[src/rtl/uart_tx_arbiter.sv]
// uart_tx_arbiter: shares one UART transmitter among NUM_SRC byte sources.
// Round-robin between frames, grant held for a whole frame, busy-timeout watchdog.
//
//   state     | meaning
//   ----------+------------------------------------------------------------
//   IDLE      | no byte in flight; pick a candidate (locked source only if mid-frame)
//   WAIT_BUSY | tx_start issued; waiting for the transmitter to raise tx_busy
//   WAIT_DONE | transmitter busy; waiting for tx_busy to fall
module uart_tx_arbiter #(
  parameter int NUM_SRC      = 4,
  parameter int BUSY_TIMEOUT = 8
) (
  input  logic                 i_clk,
  input  logic                 i_rst_n,
  input  logic [NUM_SRC-1:0]   i_req_valid,
  input  logic [NUM_SRC*8-1:0] i_req_data,
  input  logic [NUM_SRC-1:0]   i_req_last,
  output logic [NUM_SRC-1:0]   o_req_ready,
  output logic [NUM_SRC-1:0]   o_grant,
  output logic                 o_tx_start,
  output logic [7:0]           o_tx_data,
  input  logic                 i_tx_busy,
  output logic                 o_arb_busy,
  output logic                 o_err_timeout
);

  localparam int         IW       = $clog2(NUM_SRC);
  localparam logic [7:0] CNT_LAST = 8'(BUSY_TIMEOUT - 1);

  typedef enum logic [1:0] {IDLE, WAIT_BUSY, WAIT_DONE} state_t;

  state_t             r_state, w_state;
  logic               r_lock, w_lock;
  logic [IW-1:0]      r_owner, w_owner;
  logic [IW-1:0]      r_last_owner, w_last_owner;
  logic               r_last, w_last;
  logic [7:0]         r_cnt, w_cnt;
  logic               r_tx_start, w_tx_start;
  logic [7:0]         r_tx_data, w_tx_data;
  logic [NUM_SRC-1:0] r_req_ready, w_req_ready;
  logic [NUM_SRC-1:0] r_grant, w_grant;
  logic               r_err, w_err;

  logic [NUM_SRC-1:0] w_cand;
  logic               w_found;
  logic [IW-1:0]      w_sel;
  logic [NUM_SRC-1:0] w_onehot;
  logic [7:0]         w_lane_data;
  logic               w_lane_last;

  // Round-robin pick starting after last_owner; while locked the held grant masks everyone else
  always_comb begin
    w_cand  = r_lock ? (i_req_valid & r_grant) : i_req_valid;
    w_found = 1'b0;
    w_sel   = '0;
    for (int k = 1; k <= NUM_SRC; k++) begin
      for (int i = 0; i < NUM_SRC; i++) begin
        if (!w_found && w_cand[i] && (i == (int'(r_last_owner) + k) % NUM_SRC)) begin
          w_found = 1'b1;
          w_sel   = IW'(i);
        end
      end
    end
  end

  // Lane mux for the selected source's byte and last flag
  always_comb begin
    w_lane_data = 8'h00;
    w_lane_last = 1'b0;
    for (int i = 0; i < NUM_SRC; i++) begin
      if (w_sel == IW'(i)) begin
        w_lane_data = i_req_data[i*8 +: 8];
        w_lane_last = i_req_last[i];
      end
    end
  end

  assign w_onehot = {{(NUM_SRC-1){1'b0}}, 1'b1} << w_sel;

  // Next-state and output decode
  always_comb begin
    w_state      = r_state;
    w_lock       = r_lock;
    w_owner      = r_owner;
    w_last_owner = r_last_owner;
    w_last       = r_last;
    w_cnt        = r_cnt;
    w_tx_data    = r_tx_data;
    w_grant      = r_grant;
    w_tx_start   = 1'b0;
    w_req_ready  = '0;
    w_err        = 1'b0;
    case (r_state)
      IDLE: begin
        if (w_found) begin
          w_state     = WAIT_BUSY;
          w_tx_start  = 1'b1;
          w_req_ready = w_onehot;
          w_grant     = w_onehot;
          w_tx_data   = w_lane_data;
          w_last      = w_lane_last;
          w_owner     = w_sel;
          w_cnt       = 8'h00;
        end
      end
      WAIT_BUSY: begin
        if (i_tx_busy) begin
          w_state = WAIT_DONE;
        end else if (r_cnt == CNT_LAST) begin
          // Transmitter never answered: abandon the frame so others are not starved
          w_err        = 1'b1;
          w_lock       = 1'b0;
          w_grant      = '0;
          w_last_owner = r_owner;
          w_state      = IDLE;
        end else begin
          w_cnt = r_cnt + 8'h01;
        end
      end
      WAIT_DONE: begin
        if (!i_tx_busy) begin
          w_state = IDLE;
          if (r_last) begin
            w_lock       = 1'b0;
            w_grant      = '0;
            w_last_owner = r_owner;
          end else begin
            w_lock = 1'b1;
          end
        end
      end
      default: w_state = IDLE;
    endcase
  end

  // State and output registers
  always_ff @(posedge i_clk or negedge i_rst_n) begin
    if (!i_rst_n) begin
      r_state      <= IDLE;
      r_lock       <= 1'b0;
      r_owner      <= '0;
      r_last_owner <= IW'(NUM_SRC - 1);
      r_last       <= 1'b0;
      r_cnt        <= 8'h00;
      r_tx_start   <= 1'b0;
      r_tx_data    <= 8'h00;
      r_req_ready  <= '0;
      r_grant      <= '0;
      r_err        <= 1'b0;
    end else begin
      r_state      <= w_state;
      r_lock       <= w_lock;
      r_owner      <= w_owner;
      r_last_owner <= w_last_owner;
      r_last       <= w_last;
      r_cnt        <= w_cnt;
      r_tx_start   <= w_tx_start;
      r_tx_data    <= w_tx_data;
      r_req_ready  <= w_req_ready;
      r_grant      <= w_grant;
      r_err        <= w_err;
    end
  end

  assign o_req_ready   = r_req_ready;
  assign o_grant       = r_grant;
  assign o_tx_start    = r_tx_start;
  assign o_tx_data     = r_tx_data;
  assign o_arb_busy    = (r_state != IDLE);
  assign o_err_timeout = r_err;

endmodule
[config.mk]
export PLATFORM = sky130hd
export DESIGN_NAME = uart_tx_arbiter
export DESIGN_NICKNAME = d
export VERILOG_FILES = /design/src/rtl/uart_tx_arbiter.sv
export SDC_FILE = /design/constraint.sdc
export NUM_CORES = 1
export LEC_CHECK = 0
export CAP_MARGIN = 5
export CORE_MARGIN = 3
export CORE_UTILIZATION = 47
export CTS_CLUSTER_DIAMETER = 30
export DETAILED_ROUTE_END_ITERATION = 8
export PLACE_DENSITY = 0.8
export SYNTH_ARGS = -nofsm -noshare
export SYNTH_HDL_FRONTEND = slang
export SYNTH_SLANG_ARGS = --single-unit
[constraint.sdc]
create_clock -name i_clk -period 2.6 [get_ports i_clk]
set_clock_uncertainty 0.2 [all_clocks]
set_input_delay 0.52 -clock i_clk [delete_from_list [all_inputs] [get_ports i_clk]]
set_output_delay 0.52 -clock i_clk [all_outputs]
set_load 0.02 [all_outputs]
### Word-level counts from Yosys, hierarchy flattened

Index checks and enable logic that the tools add are counted.

| storage, ports and cells | value |
|---|---|
| bits in latches | 0 |
| memory bits (writable) | 0 |
| flip-flop bits (word level) | 34 |
| output and inout port bits | 19 |
| memories kept | 0 |
| bits of input ports | 43 |
| word-level logic and storage cells | 185 |
| ROM bits | 0 |

| operators by class | value |
|---|---|
| shifts and indexed selects | 1 |
| $lt $le $gt $ge | 0 |
| equality and inequality tests | 25 |
| multipliers | 0 |
| bitwise gates (word level) | 5 |
| div/mod/pow operators | 0 |
| mux-type cells | 72 |
| add/sub/neg operators | 5 |
| reduce and logical (&&, ||, !) cells | 66 |

Operator list:

| cell | count |
|---|---|
| 32-bit logical NOT | 4 |
| 8-bit two-way mux | 7 |
| 2-bit two-way mux | 22 |
| 4-bit two-way mux | 8 |
| 1-bit logical AND | 31 |
| 1-bit two-way mux | 30 |
| 3-bit == test (first input constant) | 8 |
| 8-bit case mux with 2 select lines | 1 |
| 1-bit logical NOT | 15 |
| 2-bit by 3-bit == test with 1-bit output (first input constant) | 4 |
| 2-bit != test (second input constant) | 6 |
| 4-bit case mux with 3 select lines | 1 |
| 8-bit by 1-bit adder with 8-bit output (second input constant) | 1 |
| 8-bit by 3-bit == test with 1-bit output (second input constant) | 1 |
| 4-bit AND reduction | 2 |
| 2-bit OR reduction | 4 |
| 2-bit == test (second input constant) | 3 |
| 2-bit case mux with 3 select lines | 1 |
| 6-bit AND reduction | 1 |
| 2-bit nonzero test | 3 |
| 5-bit AND reduction | 1 |
| 2-bit by 1-bit adder with 2-bit output (second input constant) | 2 |
| 2-bit adder (second input constant) | 2 |
| 1-bit AND (first input constant) | 4 |
| 10 further kinds | 12 |

### Longest topological paths before layout

Gate-level depths: netlist (run 1).

| depth | value |
|---|---|
| word-level depth | 71 |
| gate-level depth with buffers | 8 |
| depth with buffers taken out | 7 |

### Worst setup path before layout (run 1)

OpenSTA, ideal clock, no wires.

| timing | value |
|---|---|
| path type | reg2reg |
| from | register r_cnt[3] |
| to | register r_last_owner[0] |
| path slack | 0.413 ns |
| stages on the path, launching flop included | 6 |
| library setup time | 0.085 ns |
| clock period less this slack | 2.187 ns |
| buffers on the path | 0 |
| data required time | 2.315 ns |
| arrival | 1.902 ns |
| path through | dfrtp_1 or4_1 or3_4 nand2_1 and4_1 mux2_1 |

| between the ends | value |
|---|---|
| word-level cells in the longest chain between the ends | 3 |

RTL lines:

| element | RTL line | RTL |
|---|---|---|
| from (decl) | 37 | `logic [7:0] r_cnt, w_cnt;` |
| from (signal assigned) | 156 | `r_cnt <= w_cnt;` |
| 8-bit by 3-bit == test with 1-bit output | 109 | `end else if (r_cnt == CNT_LAST) begin` |
| 2-bit != test (no source line) | - |  |
| 5-bit AND reduction (no source line) | - |  |
| to (signal assigned) | 142 | `r_last_owner <= IW'(NUM_SRC - 1);` |
| to (signal assigned) | 154 | `r_last_owner <= w_last_owner;` |
| to (decl) | 35 | `logic [IW-1:0] r_last_owner, w_last_owner;` |

Every way passes these cells.
A chain may end at the register's enable or synchronous reset.

### Final worst setup path (run 1)

| timing | value |
|---|---|
| from | input port i_req_valid[1] |
| to | register r_tx_data[7], in the netlist o_tx_data[7] |

| between the ends | value |
|---|---|
| word-level cells in the longest chain between the ends | 66 |
| elaborated cells on any way between the ends | 85 |
| classes of those cells | eq/ne (3); mux (35); bitwise (1); reduce/logical (46) |

RTL lines:

| element | RTL line | RTL |
|---|---|---|
| from (decl) | 15 | `input logic [NUM_SRC-1:0] i_req_valid,` |
| 4-bit AND | 53 | `w_cand = r_lock ? (i_req_valid & r_grant) : i_req_valid;` |
| 4-bit two-way mux * | 53 |  |
| 1-bit logical AND (2 in series) | 58 | `if (!w_found && w_cand[i] && (i == (int'(r_last_owner) + k) % NUM_SRC)) begin` |
| 1-bit two-way mux | 58 |  |
| 1-bit logical NOT | 58 |  |
| 1-bit logical AND (2 in series) | 58 |  |
| 1-bit two-way mux | 58 |  |
| 1-bit logical NOT | 58 |  |
| [... 43 more ...] | - |  |
| 1-bit logical NOT | 58 |  |
| 1-bit logical AND (2 in series) | 58 |  |
| 1-bit two-way mux | 58 |  |
| 1-bit logical NOT | 58 |  |
| 1-bit logical AND (2 in series) | 58 |  |
| 2-bit two-way mux | 58 |  |
| 2-bit logical NOT | 71 | `if (w_sel == IW'(i)) begin` |
| 8-bit two-way mux (4 in series) | 71 |  |
| to (signal assigned) | 158 | `r_tx_data <= w_tx_data;` |
| to (decl) | 39 | `logic [7:0] r_tx_data, w_tx_data;` |

Every way passes the cells marked *; elsewhere a longest branch is shown, timed or not.

==> key figures, run 1 <==
Placed design
  – GP Congestion: ~0.9
  – Place WS: -0.0900 ns
  – Dpl hpwl: 4.02 mm
  – IO Port Bufs: 61

Clock tree
  – CTS Buf Count: 5
  – CTS H-tree lvls: 2
  – CTS resizes: 0
  – CTS tree: built
  – Root Buffer: clkbuf_8
  – Clk buf depth: 2
  – Number of post-CTS setup repair buffers: 0
  – # clock sinks: 34
  – CTS clk-pin slew, worst paths: 0.07 ns
  – Post-CTS Hold Buffers: 0
  – Worst skew pair latency: roughly 0.28 ns

Synthesis
  – Syn_nets: 275
  – Yosys cell types: 48
  – Post-synth EDFFs: 0
  – Top_reg_cell synth: dfrtp_1
  – Register area share after synthesis: 41.4%
  – Asr flop ratio synth: 100%
  – Yosys Warn Count: 0
  – #FFs+latches synth: 34
  – Synthesized area: 2060 µm²
  – Avg Cell Area, Syn: 9.08 µm²
  – Mapped Cells: around 230

Routing
  – WL final: 5.38 mm
  – Drt drc: 0
  – Vias: 2,013
  – DRC marker count from the first detailed-route iteration: 107
  – Wire per inst: 15.1 µm
  – Drt pass-1 iters: 4
  – Final ANT Viol Nets: 0
  – Vias per cell: 5.64

Finish
  – Synth-to-Final Area Change: 42.7%
  – Filler instances: 339
  – Nets: between 300 and 400
  – Fraction of layout cells with a size suffix above 1: 12.7%
  – Most frequent cells in the layout: clkdlybuf4s50_1, nand2_1, dfrtp_1
  – Antenna diodes: 0
  – Most common cell after layout, fill and taps aside: clkdlybuf4s50_1

Timing
  – Fin. Hold Viols: 0
  – Worst slew pin tran: roughly 0.5 ns
  – Setup Total Neg Slack: 0 ns
  – Slew margin rel.: 66.0%
  – Final Cycle Share: between 90 and 100%
  – Minimum clock period: 2.40 ns
  – Peak Freq: ~420 MHz
  – Max Slew Vio Count: 0
  – RSZ-0062 raised after global routing: no
  – Final WS setup: roughly 0.2 ns
  – Setup violators final: 0

Setup path
  – Worst setup path class: in -> reg
  – Reg2reg start: r_cnt[3]
  – CP required: ~2.6 ns
  – Reg-to-Reg End: r_last_owner[0]
  – CP Max Fanout: 5
  – FF-to-FF path depth: 5
  – Critical Path End: o_tx_data[7]
  – Slack of the worst reg-to-reg path: 0.26 ns
  – Crit path launch type: input port
  – WP data arrival: 2.36 ns
  – Worst Setup SP: i_req_valid[1]
  – Crit path capture type: register

GRT
  – Initial antenna violation count: 0
  – GR Util All Layers: approximately 22%
  – First-pass GRT wire length: 8.88 mm
  – Number of global-route vias before repair: ~1,900
  – Met2 Track Usage GR: 34.7%
  – GR Util met1: 29.2%
  – Grt total ovfl: 0
  – Largest net degree at the start of global routing: 35
  – M3 GR Usage: 4.99%
  – Busiest metal layer after global routing: met2

Outcome
  – Status: complete, no violations

Worst hold path
  – Hold Crit Class: reg -> reg

Floorplan
  – Die width: 72.2 µm
  – Std cell rows: 23
  – Initial Util: 50.1%
  – IO Count: 62
  – Chip height: slightly above 70 µm
  – Die area: 5220 µm²
  – Core area: 4120 µm²

Job
  – Max-cap check violation count: 0

Power
  – Worst VDD drop: 561 µV
  – Static leakage: 0.00126 µW
  – Pwr Density: 1110 nW/µm²
layout make-up:
type | instances | area, µm² | area share [%]
timing repair buffer | 80 | 768 | 26.1
tap | 50 | 62.6 | 2.13
clock inverter | 1 | 5.00 | 0.170
clock buffer | 7 | 86.3 | 2.93
multi-input combinational | 174 | 1120 | 38.2
inverter | 11 | 41.3 | 1.40
sequential | 34 | 853 | 29.0
power breakdown:
group	switching [µW]	internal, µW
clock network	188	214
registers	158	740
logic	1050	904
total	1390	1860
state kept, by name, summed over array words and instances (netlist names), 2 cells and up:
name	count
o_tx_data	8
r_cnt	8
o_grant	4
o_req_ready	4
r_last_owner	2
r_owner	2
r_state	2
cells in the mapped netlist (all sizes together), types with 2 or more instances:
master,instances,area (µm²)
or4,2,15.0
and3,2,12.5
and2,2,12.5
o22a,2,17.5
o22ai,6,37.5
a22oi,2,15.0
a211o,2,17.5
nor2,5,18.8
inv,11,41.3
nor3,2,10.0
mux2,2,22.5
nand2b,13,81.3
dfrtp,32,801
a221oi,4,35.0
a211oi,7,52.6
o31ai,3,22.5
ha,5,62.6
or3,2,17.5
dfstp,2,52.6
clkbuf,4,15.0
o21ai,35,186
buf,4,26.3
and2b,2,15.0
a21oi,3,18.8
o211ai,4,30.0
o21a,3,22.5
nand2,35,131
a311oi,2,17.5
nand3,4,20.0
a22o,6,52.6
a2bb2oi,4,35.0
or2,5,31.3
worst min-delay path by stage:
| stage | end | start | cells after the start |
|---|---|---|---|
| 6_report | o_tx_data[0] | o_tx_data[0] | 2 |
| 5_1_grt | r_owner[1] | r_owner[1] | 2 |
| 4_1_cts | o_tx_data[0] | o_tx_data[0] | 2 |
| 3_5_place_dp | o_tx_data[0] | o_tx_data[0] | 2 |
| 3_3_place_gp | r_owner[0] | r_owner[0] | 2 |
| 2_1_floorplan | o_err_timeout | i_rst_n | 0 |
logic make-up after synthesis:
family          count (synthesis)  share of synthesized area [%]
buf+inv                        19                           4.01
fa+ha+maj                       5                           3.04
simple gates                   79                           20.6
flops                          34                           41.4
mux                             2                           1.09
compound gates                 88                           29.9
per-layer routing:
layer	share of wire [%]	vias to the layer above
li1	-	991
met1	46	960
met2	49	58
met3	4.1	4
met4	1.0	0
met5	0	-
worst max-delay path, cell delays in order:
cell             delay (ns)
clkdlybuf4s50_1        0.48
inv_1                  0.05
or4_1                  0.49
a21oi_2                0.28
buf_4                  0.17
o22ai_1                0.07
a211oi_1               0.18
o21ai_0                0.12
through the flow:
stage                     cells  util [%]  area (µm²)  hold WS, ns  power (µW)
after detailed placement    349      69.2        2850        0.272        2850
after floorplan             227         -        2060       0.0244        2090
after global placement      349      69.2        2850        0.266        2800
final                       357      71.5        2940        0.279        3250
after global routing        357      71.5        2940        0.306        3490
after CTS                   357      71.4        2940        0.287        3270
Note: power is estimated with default switching activity, not from simulation.
==> inputs of run 2 (changes only) <==
--- a/config.mk
+++ b/config.mk
@@ -10,7 +10,7 @@
 export CORE_UTILIZATION = 47
 export CTS_CLUSTER_DIAMETER = 30
 export DETAILED_ROUTE_END_ITERATION = 8
-export PLACE_DENSITY = 0.8
+export PLACE_DENSITY_LB_ADDON = 0.1
 export SYNTH_ARGS = -nofsm -noshare
 export SYNTH_HDL_FRONTEND = slang
 export SYNTH_SLANG_ARGS = --single-unit
==> run 2 against run 1 <==
  * Routed wire length rose by 2.6%
  * Final cell count fell by 0.84%
  * Combinational power barely moved
  * Clock power rose by 47%
  * Flip-flop and latch count did not move
  * Critical path type unchanged
  * Critical endpoint is now o_tx_data[6]
==> key figures, run 2 (synthesized netlist as in run 1, its figures left out) <==
Routing
  – Vias per cell: 5.61 (-0.46%)
  – Vias: 1,987 (-1.3%)
  – WL final: 5.52 mm (+2.6%)
  – Wire per inst: 15.6 µm (+3.4%)
  – DRC marker count from the first detailed-route iteration: 101 (-5.6%)
  – Drt drc: 0 (unchanged)
  – Final ANT Viol Nets: 0 (unchanged)
  – Drt pass-1 iters: 4 (unchanged)

Clock tree
  – CTS tree: built
  – Post-CTS Hold Buffers: 0 (unchanged)
  – Worst skew pair latency: 0.28 ns (about the same)
  – CTS H-tree lvls: 2 (unchanged)
  – CTS clk-pin slew, worst paths: 0.08 ns (about the same)
  – Clk buf depth: 2 (unchanged)
  – CTS Buf Count: 5 (unchanged)
  – # clock sinks: 34 (unchanged)
  – Root Buffer: clkbuf_8

Power
  – Internal Power: 2030 µW (+9.1%)
  – Static leakage: 0.00127 µW (+0.76%)
  – Sw Ratio: 41.0% (-1.9 points)
  – Comb pwr share: 56.8% (-3.2 points)
  – Part of the power in registers: 26.0% (-1.6 points)
  – Clock power share: 17.2% (+4.9 points)
  – Worst VDD drop: 750 µV (+34%)
  – Psw: 1410 µW (+0.95%)
  – Pwr Density: 1150 nW/µm² (+4.1%)

Outcome
  – Status: complete, no violations

GRT
  – Number of global-route vias before repair: 1,949 (+1.9%)
  – Initial antenna violation count: 0 (unchanged)
  – M3 GR Usage: 4.57% (-0.42 points)
  – Grt total ovfl: 0 (unchanged)
  – Met2 Track Usage GR: 37.4% (+2.7 points)
  – GR Util met1: 30.6% (+1.4 points)
  – First-pass GRT wire length: 9.30 mm (+4.7%)
  – Largest net degree at the start of global routing: 35 (unchanged)
  – Busiest metal layer after global routing: met2
  – GR Util All Layers: 22.6% (+0.70 points)

Timing
  – Peak Freq: 410 MHz (-1.5%)
  – RSZ-0062 raised after global routing: no
  – Final Cycle Share: 93.7% (+1.4 points)
  – Final WS setup: 0.163 ns (-0.0371 ns)
  – Slew margin rel.: 43.4% (-23 points)
  – Setup violators final: 0 (unchanged)
  – Fin. Hold Viols: 0 (unchanged)
  – Worst slew pin tran: 0.843 ns (+0.333 ns)
  – Minimum clock period: 2.44 ns (+0.0371 ns)
  – Hold Slack: 0.288 ns (+0.00935 ns)
  – Max Slew Vio Count: 0 (unchanged)

Setup path
  – Buf/Inv on CP: 1 (-2)
  – WP depth: 7 (-1)
  – Worst path max stage delay: 0.70 ns (+0.21 ns)
  – Critical Path End: o_tx_data[6]
  – Crit path launch type: input port
  – Reg-to-Reg End: r_last_owner[1]
  – CP top delay family: compound AO/OA/AOI/OAI gates
  – Reg2reg start: r_cnt[3]
  – Slack of the worst reg-to-reg path: 0.21 ns (-0.05 ns)
  – CP required: 2.61 ns (+0.05 ns)
  – Critical-path cell list: clkdlybuf4s50_1 -> nand2b_1 -> nor2_1 -> o21a_1 -> a311oi_1 -> a221oi_1 -> o21ai_0
  – Worst Setup SP: i_req_valid[3]
  – CP max-delay cell: a311oi_1
  – Crit path capture type: register
  – Worst setup path class: in -> reg
  – WP data arrival: 2.45 ns (+0.09 ns)
  – FF-to-FF path depth: 5 (unchanged)
  – CP Max Fanout: 6 (+1)

Finish
  – Most common cell after layout, fill and taps aside: clkdlybuf4s50_1
  – Most frequent cells in the layout: clkdlybuf4s50_1, nand2_1, dfrtp_1
  – Fraction of layout cells with a size suffix above 1: 12.2% (-0.53 points)
  – Antenna diodes: 0 (unchanged)
  – Synth-to-Final Area Change: 44.9%
  – Nets: 351 (-0.85%)

Placed design
  – GP Congestion: 0.920 (about the same)
  – Place WS: -0.155 ns (-0.0655 ns)
  – Dpl hpwl: 4.14 mm (+3.0%)
  – IO Port Bufs: 61 (unchanged)

Worst hold path
  – Beginning of the worst hold path: o_tx_data[1]
  – Hold Crit Class: reg -> reg

Floorplan
  – Chip height: 72.2 µm (unchanged)
  – IO Count: 62 (unchanged)
  – Initial Util: 50.1% (unchanged)
  – Die area: 5220 µm² (unchanged)
  – Core area: 4120 µm² (unchanged)
  – Die width: 72.2 µm (unchanged)
  – Std cell rows: 23 (unchanged)

Job
  – Max-cap check violation count: 0 (unchanged)
-- run 2: worst min path at each step --
stage	to	slack (ns)	cells past startpoint
6_report	o_tx_data[1]	0.29	2
5_1_grt	o_tx_data[7]	0.34	2
4_1_cts	o_tx_data[7]	0.29	2
3_5_place_dp	o_tx_data[7]	0.27	2
3_3_place_gp	o_tx_data[7]	0.27	2
2_1_floorplan	o_err_timeout	0.02	0
-- run 2: area by class of cell --
class                           instances  area (µm²)
Multi-Input combinational cell        174        1130
Fill cell                             322        1130
Sequential cell                        34         853
Timing Repair Buffer                   77         758
Clock buffer                            5        68.8
Clock inverter                          3        68.8
Tap cell                               50        62.6
Inverter                               11        41.3
-- run 2: timing repair --
action | CTS | global route
hold endpoints to repair | 0 | 0
setup endpoints to repair | 0 | 2
setup buffers | 0 | 0
resized for setup | 0 | 3
-- run 2: worst register-to-register path, cell delays in order (launching register included) --
cell and delay, ns:
dfrtp_1 0.45, or4_1 0.55, or3_4 0.38, nand2_1 0.12, and4_1 0.27, mux2_1 0.35
-- run 2: power by group through the flow --
stage	Clock (µW)	Combinational [µW]	Sequential (µW)
after floorplan	0	1100	988
after global placement	0	1910	895
after detailed placement	0	1940	901
after CTS	598	1950	893
after global routing	624	2150	923
final	591	1950	892
-- run 2: per-stage QoR --
stage               std cells  instance area (µm²)  power [µW]  TNS (ns)  util (%)
floorplan                 227                 2060        2090         0         -
global placement          346                 2840        2800    -0.558      69.0
detailed placement        346                 2840        2840     -1.02      69.0
CTS                       354                 2980        3440         0      72.3
global route              354                 2990        3690         0      72.5
finish                    354                 2990        3430         0      72.5
-- run 2: metal layers --
metal,vias up,part of all wire (%)
met5,-,0
met4,0,0.54
met3,5,5.0
met2,45,48
met1,951,46
li1,986,-
